===== src/rtl/add_accumulator.sv =====
// Streaming unsigned accumulator: sums a programmed number of samples and
// presents the total with a sticky carry-out flag on a valid/ready port.
module add_accumulator #(
    parameter int DATAWIDTH  = 32,
    parameter int COUNTWIDTH = 8
) (
    input  logic                  clk,
    input  logic                  rst,
    input  logic                  start,
    input  logic [COUNTWIDTH-1:0] len,
    input  logic [DATAWIDTH-1:0]  in_data,
    input  logic                  in_valid,
    output logic                  in_ready,
    output logic [DATAWIDTH-1:0]  out_sum,
    output logic                  out_valid,
    input  logic                  out_ready,
    output logic                  overflow,
    output logic                  busy
);

    typedef enum logic [1:0] {
        IDLE  = 2'b00,
        ACCUM = 2'b01,
        HOLD  = 2'b10
    } state_t;

    state_t                state_q, state_d;
    logic [DATAWIDTH-1:0]  acc_q, acc_d;
    logic [COUNTWIDTH-1:0] cnt_q, cnt_d;
    logic                  ovf_q, ovf_d;
    logic [DATAWIDTH:0]    sum_ext;
    logic                  beat;

    assign sum_ext = {1'b0, acc_q} + {1'b0, in_data};
    assign beat    = (state_q == ACCUM) && in_valid;

    // NOTE: sequential state uses non-blocking assignments so every register
    // samples the pre-edge values of its neighbours.
    always_ff @(posedge clk) begin
        if (rst) begin
            state_q <= IDLE;
            acc_q   <= '0;
            cnt_q   <= '0;
            ovf_q   <= 1'b0;
        end else begin
            state_q <= state_d;
            acc_q   <= acc_d;
            cnt_q   <= cnt_d;
            ovf_q   <= ovf_d;
        end
    end

    // NOTE: defaults assigned first in every combinational block, so no path
    // leaves a signal unassigned and no latch is inferred.
    always_comb begin
        state_d = state_q;
        unique case (state_q)
            IDLE:    if (start) state_d = (len == '0) ? HOLD : ACCUM;
            ACCUM:   if (beat && cnt_q == COUNTWIDTH'(1)) state_d = HOLD;
            HOLD:    if (out_ready) state_d = IDLE;
            default: state_d = IDLE;
        endcase
    end

    always_comb begin
        acc_d = acc_q;
        cnt_d = cnt_q;
        ovf_d = ovf_q;
        if (state_q == IDLE && start) begin
            acc_d = '0;
            ovf_d = 1'b0;
            cnt_d = len;
        end else if (beat) begin
            acc_d = sum_ext[DATAWIDTH-1:0];
            ovf_d = ovf_q | sum_ext[DATAWIDTH];
            cnt_d = cnt_q - COUNTWIDTH'(1);
        end
    end

    // Outputs decode from state only; no input-to-output combinational path.
    always_comb begin
        in_ready  = (state_q == ACCUM);
        out_valid = (state_q == HOLD);
        busy      = (state_q == ACCUM) || (state_q == HOLD);
    end

    assign out_sum  = acc_q;
    assign overflow = ovf_q;

endmodule


===== config.mk =====
export PLATFORM = sky130hd
export DESIGN_NAME = add_accumulator
export DESIGN_NICKNAME = d
export VERILOG_FILES = /design/src/rtl/add_accumulator.sv
export SDC_FILE = /design/constraint.sdc
export NUM_CORES = 1
export LEC_CHECK = 0
export ABC_AREA = 0
export BUFFER_PORTS_ARGS = -buffer_cell sky130_fd_sc_hd__buf_2
export CAP_MARGIN = 5
export CORE_UTILIZATION = 50
export DETAILED_ROUTE_END_ITERATION = 12
export PLACE_DENSITY = 0.73
export SLEW_MARGIN = 20
export SYNTH_ARGS = -nofsm -noshare
export SYNTH_HDL_FRONTEND = slang
export SYNTH_SLANG_ARGS = --single-unit

===== constraint.sdc =====
create_clock -name clk -period 5.3 [get_ports clk]
set_input_delay 0.53 -clock clk [delete_from_list [all_inputs] [get_ports clk]]
set_output_delay 0.53 -clock clk [all_outputs]
set_load 0.01 [all_outputs]

==> Implementation_results.wiki <==
{| class="wikitable"
! Metric !! Value
|-
| Run status || finished clean
|-
| Total of buffers placed on input and output ports || 80
|-
| Worst path max stage delay || 0.63 ns
|-
| Max Root-Sink Buffers || 2
|-
| Critical path required time || 5.55 ns
|-
| HPWL after detailed placement || 7150 um
|-
| Worst hold-check path type || reg2reg
|-
| Area inside the core boundary || 6870 um2
|-
| Skew-Pair Late Insertion Delay || 0.31 ns
|-
| Hold Fails Final Rpt || 0
|-
| Global-route wire length before repair || 16300 um
|-
| Netlist Area Pre-Place || 3580 um2
|-
| Met1 layer usage reported by global route || 35.6%
|-
| Slew at the pin with the worst max-slew slack || approximately 0.64 ns
|-
| Critical path launch point type || flop
|-
| Share of the clock period used by the worst path || between 50% and 60%
|-
| Inserted Diodes || 0
|-
| Most common cell in the synthesized netlist || nand2_1
|-
| Fraction of the core area covered by cells at the end of the flow || 60.7%
|-
| Fraction of final layout cells with drive strength greater than 1 || 18.4%
|-
| Post-detailed-route wirelength per cell || ~15 um
|-
| Critical Path, Cell by Cell || ha_1 -> fa_1 -> a211oi_2 -> nor4_2 -> a2111oi_2 -> o31ai_1 -> a21oi_1 -> mux2_1 -> o21ai_1
|-
| Fraction of registers with async set/reset || 0%
|-
| Number of enable-type register cells in the synthesized netlist || 0
|-
| Hold buffer count at CTS || 0
|-
| Count of buffers added by post-CTS timing repair for setup || 0
|-
| Final WL || 9710 um
|-
| Die span in y || 86.6 um
|-
| Buffer cell driving the clock tree root || clkbuf_8
|-
| Area of the die || 7500 um2
|-
| Number of core rows || 30
|-
| Pin count of the biggest net entering global routing || 41
|-
| Number of buffers created by CTS || 5
|-
| Crit path kind || reg2reg
|-
| Number of routed nets with antenna violations || 0
|-
| Leakage || 1.89 nW
|-
| Total GRT Usage || between 20% and 30%
|-
| Met3 Track Usage GR || 3.81%
|-
| Post-layout net count || 625
|-
| IO Pins || 81
|-
| Synth Instances || 475
|-
| Slew margin rel. || 57.3%
|-
| Fraction of met2 tracks used by global routing || 45.5%
|-
| Number of global-route vias before repair || 3517
|-
| Setup violation total in the final timing report || 0
|-
| Leading register cell type out of synthesis || dfxtp_1
|-
| Cell variety after synth || 61
|-
| DRC violation count after routing || 0
|-
| Global route hottest layer || met2
|-
| Initial DRC Count || approximately 350
|-
| Critical Path Fanout Max || 5
|-
| CTS tree || built
|-
| Top cell types by occurrence after synthesis || 62 x nand2_1, 53 x a21oi_1, 43 x dfxtp_1
|-
| Starting utilization of the core area || ~52%
|-
| Residual overflow from global routing || 0
|-
| Number of search-and-repair iterations in the first detailed-routing pass || 5
|-
| Clock edge transition at the registers on the reported setup and hold paths || approximately 0.10 ns
|-
| Area contributors post-synth || dfxtp_1 24%, ha_1 13%, a21oi_1 7.4%
|-
| Antenna violations before repair || 0
|-
| Seq cells post-synth || 43
|-
| FMAX || 317 MHz
|-
| Worst VDD drop || 0.000145 V
|-
| YS warnings || 0
|-
| Max capacitance violation total || 0
|-
| Number of resized instances in the post-cts repair step || 0
|-
| Critical Path End Type || flop
|-
| Fraction of the yosys area taken by sequential cells || 24.1%
|-
| Arrival time at the worst endpoint || 3.41 ns
|-
| Depth of the CTS H-tree || 2
|-
| Reg2Reg Setup Slack || 2.15 ns
|-
| Pins over their slew limit || 0
|-
| X dimension of the die || approximately 87 um
|-
| Pwr/cell area || 240 nW/um2
|-
| Syn Nets || 558
|-
| Count of filler cells inserted in the layout || 691
|-
| Setup TNS after final layout || 0 ns
|-
| Post-detailed-route via-to-cell ratio || 5.95
|-
| CTS sink count || 43
|-
| Crit path max-delay cell type || a2111oi_2
|-
| Worst-case clock skew || 0.0148 ns
|-
| Share of the synthesized area in the top cell type || about a quarter
|-
| Syn avg cell area || 7.53 um2
|-
| Cell type with the largest total area after synthesis || dfxtp_1
|-
| Fin crit period || ~3.2 ns
|-
| RSZ-0062 raised after global routing || false
|-
| Area added between synthesis and finish || 16.6%
|-
| Final weighted congestion in routability-driven placement || 0.912
|-
| Routed via count || roughly 3800
|}
flip-flops by register name (all words and copies together), names as in the netlist:
register and count:
cnt_q 8, overflow 1, state_q 2, out_sum 32
worst paths after layout:
check | cells after the start | to | from
setup / recovery | 9 | out_sum[26] | out_sum[0]
hold / removal | 2 | out_sum[3] | out_sum[3]
setup reg to reg | 9 | out_sum[26] | out_sum[0]
hold reg to reg | 2 | out_sum[3] | out_sum[3]
routing by layer:
metal	routed length, um	vias to the layer above
li1	-	1906
met1	4490	1756
met2	4500	126
met3	556	16
met4	165	0
met5	0	-
cell families after synthesis:
kind of cell	Yosys count	synth area share, %
AND/OR/NAND/NOR	176	23.9
buffers and inverters	39	4.16
multiplexers	3	0.874
flip-flops	43	24.1
XOR/XNOR	17	4.16
AO/OA/AOI/OAI	159	29.3
adder cells (fa/ha/maj)	38	13.5
critical path, delay by kind of cell, from the launching register on:
kind                     cells  cell delay, ns
flip-flops                   1            0.34
multiplexers                 1            0.36
AO/OA/AOI/OAI                5            1.64
AND/OR/NAND/NOR              1            0.10
adder cells (fa/ha/maj)      2            0.65
cell type report:
class | count | area, um2 | area share (%)
clock buffers | 6 | 72.6 | 1.74
multi-input cells | 393 | 2570 | 61.6
clock inverters | 2 | 60.1 | 1.44
flip-flops and latches | 43 | 861 | 20.6
inverters | 15 | 56.3 | 1.35
repair buffers | 84 | 430 | 10.3
well taps | 96 | 120 | 2.88
metrics by stage:
stage               power, mW  hold WS, ns  area [um2]  instances  setup WS [ns]
floorplan               0.595        0.449        3580        475           2.34
global placement        0.681        0.457        4040        631           1.93
detailed placement      0.689        0.462        4040        631           1.87
CTS                      1.01        0.476        4170        639           2.18
global route             1.06        0.488        4170        639           1.91
finish                   1.00        0.473        4170        639           2.15
cell usage in the layout, fill, tap and decap left out, types with 3 or more instances in the layout:
| master | instances |
|---|---|
| o211ai_1 | 7 |
| ha_1 | 37 |
| buf_4 | 4 |
| buf_2 | 80 |
| nor4_1 | 5 |
| a311o_1 | 4 |
| clkbuf_8 | 5 |
| o21ai_0 | 23 |
| inv_1 | 15 |
| a21oi_1 | 52 |
| nand2_1 | 62 |
| nand3b_1 | 3 |
| o21ai_1 | 5 |
| a311oi_1 | 3 |
| nand4_1 | 9 |
| nor3_1 | 12 |
| nand3_1 | 34 |
| a211oi_1 | 11 |
| dfxtp_1 | 43 |
| and3_1 | 4 |
| and2_1 | 4 |
| nor2_1 | 26 |
| o21bai_1 | 7 |
| o31ai_1 | 3 |
| xnor2_1 | 11 |
| or3_1 | 4 |
| xor2_1 | 6 |
| a21o_1 | 17 |
| a2111o_1 | 3 |
where the power goes:
part / total [mW] / leakage (nW) / internal, mW / switching [mW]
registers: 0.372 / 0.349 / 0.349 / 0.0228
logic: 0.314 / 1.48 / 0.118 / 0.196
clock network: 0.317 / 0.0654 / 0.189 / 0.128
(Power assumes the default switching activity.)
